File: config.mk
export PLATFORM = sky130hd
export DESIGN_NAME = fpp_reg_ctrl
export DESIGN_NICKNAME = d
export VERILOG_FILES = /design/src/rtl/fpp_reg_ctrl.sv
export SDC_FILE = /design/constraint.sdc
export NUM_CORES = 1
export LEC_CHECK = 0
export BUFFER_PORTS_ARGS = -buffer_cell sky130_fd_sc_hd__buf_2
export CORE_ASPECT_RATIO = 1.4
export CORE_MARGIN = 5
export CORE_UTILIZATION = 40
export DETAILED_ROUTE_END_ITERATION = 7
export GPL_TIMING_DRIVEN = 0
export SYNTH_ARGS = -nofsm -noshare
export SYNTH_HDL_FRONTEND = slang
export SYNTH_SLANG_ARGS = --single-unit
File: constraint.sdc
create_clock -name clk -period 1.9 [get_ports clk]
set_clock_uncertainty 0.05 [all_clocks]
set_input_delay 0.38 -clock clk [delete_from_list [all_inputs] [get_ports clk]]
set_output_delay 0.38 -clock clk [all_outputs]
set_load 0.03 [all_outputs]
File: src/rtl/fpp_reg_ctrl.sv
// fpp_reg_ctrl: half-precision register file and issue controller feeding
// the FPP_16bALU. Optional status flags under `FPP_STATUS_FLAGS_EN.
//
// Ports:
//   clk, rst (async, active-low)
//   instr/instr_data/instr_valid/instr_ready : instruction handshake
//   alu_st/alu_func/alu_data/alu_rega/alu_regb : ALU drive
//   alu_regout/alu_en/alu_flag_io              : ALU result/done/store flag
//   io_out/io_valid                            : STORE result port
//   err_illegal/err_timeout                    : one-cycle error pulses
//   dbg_addr/dbg_data                          : combinational regfile peek
//   flag_zero/flag_neg                         : write-back status flags
module fpp_reg_ctrl #(
  parameter int NREGS   = 8,
  parameter int ADDR_W  = 3,
  parameter int TIMEOUT = 64
) (
  input  logic              clk,
  input  logic              rst,
  input  logic [15:0]       instr,
  input  logic [15:0]       instr_data,
  input  logic              instr_valid,
  output logic              instr_ready,
  output logic              alu_st,
  output logic [3:0]        alu_func,
  output logic [15:0]       alu_data,
  output logic [15:0]       alu_rega,
  output logic [15:0]       alu_regb,
  input  logic [15:0]       alu_regout,
  input  logic              alu_en,
  input  logic              alu_flag_io,
  output logic [15:0]       io_out,
  output logic              io_valid,
  output logic              err_illegal,
  output logic              err_timeout,
  input  logic [ADDR_W-1:0] dbg_addr,
  output logic [15:0]       dbg_data,
  output logic              flag_zero,
  output logic              flag_neg
);

  localparam int CW = $clog2(TIMEOUT + 1);

  typedef enum logic [1:0] {
    IDLE, ISSUE, WAIT, WRITE
  } state_t;

  state_t state, state_d;

  logic [15:0]       regs [NREGS];
  logic [ADDR_W-1:0] dest_q;
  logic [15:0]       result_q;
  logic [CW-1:0]     cnt;
  logic              en_q;

  logic [3:0] op;
  logic       is_alu;
  logic       is_clr;
  logic       accept;
  logic       done;
  logic       tmo;
  logic       store;
  logic       unused_ok;

  assign op        = instr[15:12];
  assign unused_ok = &{1'b0, instr[2:0]};

  always_comb begin
    is_alu = 1'b0;
    is_clr = 1'b0;
    unique case (1'b1)
      (op[3] == 1'b0),
      (op == 4'h8): is_alu = 1'b1;
      (op == 4'h9): is_clr = 1'b1;
      default: ;
    endcase
  end

  assign instr_ready = (state == IDLE);
  assign alu_st      = (state == ISSUE);
  assign accept      = instr_ready & instr_valid;

  // Only a fresh rising edge of alu_en counts; a level left high by the
  // previous op must not complete the current one.
  assign done  = (state == WAIT) & alu_en & ~en_q;
  assign tmo   = (state == WAIT) & ~done
               & (cnt == CW'(TIMEOUT - 1));
  assign store = done & alu_flag_io;

  always_ff @(posedge clk or negedge rst) begin
    if (!rst) state <= IDLE;
    else      state <= state_d;
  end

  always_comb begin
    state_d = state;
    unique case (state)
      IDLE: begin
        if (accept && is_alu)      state_d = ISSUE;
        else if (accept && is_clr) state_d = WRITE;
      end
      ISSUE: state_d = WAIT;
      WAIT: begin
        if (done)     state_d = alu_flag_io ? IDLE : WRITE;
        else if (tmo) state_d = IDLE;
      end
      WRITE:   state_d = IDLE;
      default: state_d = IDLE;
    endcase
  end

  always_ff @(posedge clk or negedge rst) begin
    if (!rst) begin
      dest_q      <= '0;
      result_q    <= '0;
      alu_func    <= '0;
      alu_data    <= '0;
      alu_rega    <= '0;
      alu_regb    <= '0;
      cnt         <= '0;
      en_q        <= 1'b0;
      io_out      <= '0;
      io_valid    <= 1'b0;
      err_illegal <= 1'b0;
      err_timeout <= 1'b0;
      for (int i = 0; i < NREGS; i++)
        regs[i] <= '0;
    end else begin
      en_q        <= alu_en;
      io_valid    <= store;
      err_illegal <= accept & ~is_alu & ~is_clr;
      err_timeout <= tmo;
      if (accept) begin
        dest_q   <= ADDR_W'(instr[11:9]);
        alu_func <= op;
        alu_rega <= regs[ADDR_W'(instr[8:6])];
        alu_regb <= regs[ADDR_W'(instr[5:3])];
        alu_data <= instr_data;
        result_q <= '0;
      end
      if (state == ISSUE) cnt <= '0;
      if (state == WAIT)  cnt <= cnt + 1'b1;
      if (done && !alu_flag_io) result_q <= alu_regout;
      if (store) io_out <= alu_regout;
      if (state == WRITE) regs[dest_q] <= result_q;
    end
  end

  assign dbg_data = regs[dbg_addr];

`ifdef FPP_STATUS_FLAGS_EN
  always_ff @(posedge clk or negedge rst) begin
    if (!rst) begin
      flag_zero <= 1'b0;
      flag_neg  <= 1'b0;
    end else if (state == WRITE) begin
      flag_zero <= (result_q[14:0] == 15'd0);
      flag_neg  <= result_q[15];
    end
  end
`else
  assign flag_zero = 1'b0;
  assign flag_neg  = 1'b0;
`endif

endmodule

; ---- Word-level counts from Yosys, hierarchy flattened
; Index checks and enable logic that the tools add are counted.
; W data, S select, Z words.
[op_classes]
n_addsub = 1
order_cmp = 5
n_eq_ne = 8
mux = 24
bitwise = 17
reduce_logical = 10
[op_table]
columns = cell, count
row1 = $bmux W16 S3, 3
row2 = $mux W16, 9
row3 = $bwmux W128, 1
row4 = $demux W16 S3, 1
row5 = $ge A4 B4 Y1 const B, 4
row6 = $not A3 Y4, 4
row7 = $mux W7, 2
row8 = $mux W2, 5
row9 = $and A1 B1 Y1, 8
row10 = $eq A4 B4 Y1 const B, 2
row11 = $pmux W2 S4, 1
row12 = $add A7 B1 Y7 const B, 1
row13 = $eq A7 B6 Y1 const B, 1
row14 = $not A1 Y1, 5
row15 = $eq A2 B2 Y1 const B, 2
row16 = $logic_and A1 B1 Y1, 4
row17 = $lt A4 B1 Y1 const B, 1
row18 = $reduce_bool A2 Y1, 2
row19 = $ne A3 B1 Y1 const B, 1
row20 = $ne A3 B3 Y1 const B, 1
row21 = $eq A2 B1 Y1 const B, 1
row22 = $logic_not A2 Y1, 1
row23 = $mux W1, 2
row24 = $reduce_and A2 Y1, 1
row25 = other kinds (2), 2
[word_totals]
regBits = 228
in_bits = 56
out_inout_bits = 91

; ---- Longest topological paths before layout
[depth]
ltp_word = 9
mapped_depth = 7

; ---- Worst setup path after synthesis
; OpenSTA, ideal clock, no wires.
[synth_timing]
path_kind = in2out
startpoint = in dbg_addr[0]
endpoint = out dbg_data[0]
t_arrival_ns = 1.525
path_slack_ns = -0.055
stages = 4
path_buffers = 2
cell_sequence = buf_6 buf_6 mux4_1 mux2_2
[synth_between]
elab_chain_len = 4
[synth_lines]
columns = item, line
row1 = from (decl), 36  ; input logic [ADDR_W-1:0] dbg_addr,
row2 = $not A3 Y4 (not written as such), 149  ; assign dbg_data = regs[dbg_addr];
row3 = $bmux W16 S3, 149
row4 = $mux W16 (not written as such) (2 in series), 149
row5 = to (decl), 37  ; output logic [15:0] dbg_data,
; No other way between the ends. The select of a mux whose other input is x is not followed.

; ---- Worst setup path after layout
[layout_timing]
startpoint = in dbg_addr[1]
endpoint = out dbg_data[6]
; Same word-level chain as after synthesis.

==> out/metrics.cfg <==
[floorplanning]
dieArea_um2=33300
core_area_um2=29300
die_y_um=214
start_util_pct=40.6
rows=74
fp.dieW_um=156
io_pins=147

[synth]
synth_ff_type=dfrtp_1
synth_top_family_by_area=multiplexers
synth.area.top_cells=dfrtp_1, mux2_2, mux2i_1
synth_top_area_cell=dfrtp_1
ys_types=45
syn_inst=921
synth_compound_area_share_pct=6.80
synth_seq_area_share_pct=48.0
yosys.area_share.simple_pct=5.69
yosysWarnings=0
ys_ff_latch=228
async_flop_share_pct=100
syn_avg_cell_area_um2=12.9
netlist_area_um2=11900
synth_xor_area_share_pct=0.0737
synth-edff-count=0
synthAdderAreaFrac_pct=0.526
synth.mux.area_fraction_pct=35.2
synth_top_area_share_pct=48.0

[detailed_routing]
detail_route.first_pass.iterations=5
wl_met2_mm=19.5
finalWirelength_mm=39.3
routedWlPerCell_um=24.0
drtIter0Drc=558
vias_per_cell=5.54
ant_nets=0
dr_wl_met3_mm=2.52
drcViolationCount=0
highest_layer=met4
vias=9075
wl_met1_mm=15.1

[critical_path]
cp.required_ps=1470
endpoint_kind=output pin
worst-path-max-fanout=10
worstPathArrival_ps=1870
start_kind=input pin
critical_path_class=in -> out

[clocking]
clock_path_buffers=3
cts.sinks=228
cts_buffers=25
cts_max_level=1
clk_pin_slew_ps=60
root_buffer=clkbuf_16
tritoncts=yes
clk_latency_ps=540

[timing]
slew_violations=0
slew_headroom_pct=45.5
hold_ws_ps=23.8
setup_violations=19
clock.fmax_ghz=0.435
rsz0062_at_grt=true
hold_viol_final=0
tightest_slew_ps=815
period_share_pct=121
fin_ws_ps=-396
fin_crit_ps=2300

[grt]
track_usage_pct=23.5
antenna_found_initial=0
grt_pass1_wl_mm=59.9
grt_start_max_net_pins=95
grt_overflow_total=0
grt_pass1_vias=9733

[status]
violations=negative setup slack
status=finished, violations left

[finish]
antenna_cells=0
fill_cells=2575
syn2layout_area_growth_pct=31.0
num-nets-final=1303
drive_gt1_share_pct=48.5

[pwr]
leakage_nw=7.78
p_per_area_nw_per_um2=1480
peakVddDrop_uv=1150
total_power_mw=23.0

[placement]
gp_congestion=0.882
port_buffers=137
detailed_place_hpwl_mm=25.1

[run]
maxCapViolations=0

[worst_hold_path]
hold_class=in -> reg

[path summary, 6_finish.rpt]
kind	startpoint	cells after the start	slack [ps]	endpoint
worst min-delay path	instr_data[2]	2	20	alu_data[2]
worst max register to register	state[0]	6	-10	regs[102]
worst min register to register	alu_rega[11]	2	420	alu_rega[11]
max in group asynchronous	rst	3	600	regs[123]
min in group asynchronous	rst	2	330	alu_data[10]
worst max-delay path	dbg_addr[1]	5	-400	dbg_data[6]
[kinds of logic after synthesis]
family          count (synthesis)
fa+ha+maj                       5
flops                         228
xor+xnor                        1
other cells                     1
simple gates                  137
compound gates                127
buf+inv                        76
mux                           346
[power breakdown]
part / switching, mW / total, mW / internal (mW)
logic: 5.34 / 10.2 / 4.85
registers: 1.20 / 7.81 / 6.61
clock network: 2.08 / 5.00 / 2.93
total: 8.62 / 23.0 / 14.4
[cells in the final DEF, fill, tap and decap left out, drive strengths merged, types with 2 or more instances in the layout]
cell type,instances
nor3b,4
mux2,183
dfrtp,228
clkbuf,60
nand4,2
mux2i,131
buf,320
nor2b,7
nand3,4
clkinv,5
bufinv,2
conb,2
nand2,103
mux4,32
o22ai,2
dlygate4sd3,14
o21ai,54
and2,2
nand4b,3
nor3,2
inv,10
a22oi,64
nor2,5
ha,5
a21oi,4
[timing repair]
item	CTS	global route
hold buffers	14	0
gates cloned	2	0
endpoints found under the setup margin	197	167
resized for setup	105	48
pin swaps	4	4
buffers inserted	129	11
endpoints found under the hold margin	76	0
[worst max-delay path: stages]
cell and delay (ps):
buf_2 150, clkdlybuf4s15_2 500, mux4_2 380, mux2_4 300, buf_6 140
[layout make-up]
cell class                      count  area [um2]  share of cell area, %
Buffer                             66         504                   3.24
Clock buffer                       35         723                   4.65
Clock inverter                      9         109                  0.699
Inverter                            9        38.8                  0.249
Multi-Input combinational cell    618        5920                   38.0
Sequential cell                   228        5710                   36.7
Tap cell                          380         475                   3.05
Timing Repair Buffer              294        2100                   13.5
[state kept, by name (all words and copies together), names as in the netlist]
register     count
regs           128
alu_data        16
alu_rega        16
alu_regb        16
io_out          16
result_q        16
cnt              7
alu_func         4
dest_q           3
state            2
en_q             1
err_illegal      1
err_timeout      1
io_valid         1
[through the flow]
| stage | setup TNS [ps] | area (um2) | setup slack [ps] | util (%) | cells |
|---|---|---|---|---|---|
| global placement | -902780 | 13100 | -3740 | 44.9 | 1439 |
| finish | -5910 | 15600 | -396 | 53.2 | 1639 |
| CTS | -6130 | 15400 | -404 | 52.6 | 1630 |
| floorplan | -263 | 12000 | -34.3 | - | 922 |
| detailed placement | -60920 | 13200 | -727 | 45.1 | 1441 |
| global route | -7190 | 15600 | -422 | 53.2 | 1639 |
[synth_stat cells, types with 3 or more instances]
cell type and number:
dfrtp_1 228, clkbuf_1 26, a21oi_1 4, nand4b_2 3, a22oi_1 64, nand3_1 3
ha_1 5, mux2_2 173, mux2_4 10, buf_4 17, o21ai_1 6, mux2i_1 131
nor2_1 5, mux4_1 15, buf_2 10, nor2b_1 7, inv_1 8, mux4_2 17
o21ai_0 48, buf_6 7, nand2_1 103, buf_1 5
[layer usage]
metal	vias to the layer above	track usage [%]
met3	107	3.33
met2	370	39.3
li1	4039	-
met4	0	12.4
met5	-	0
met1	4559	29.3
No activity file was read; power rests on OpenSTA's default activity.
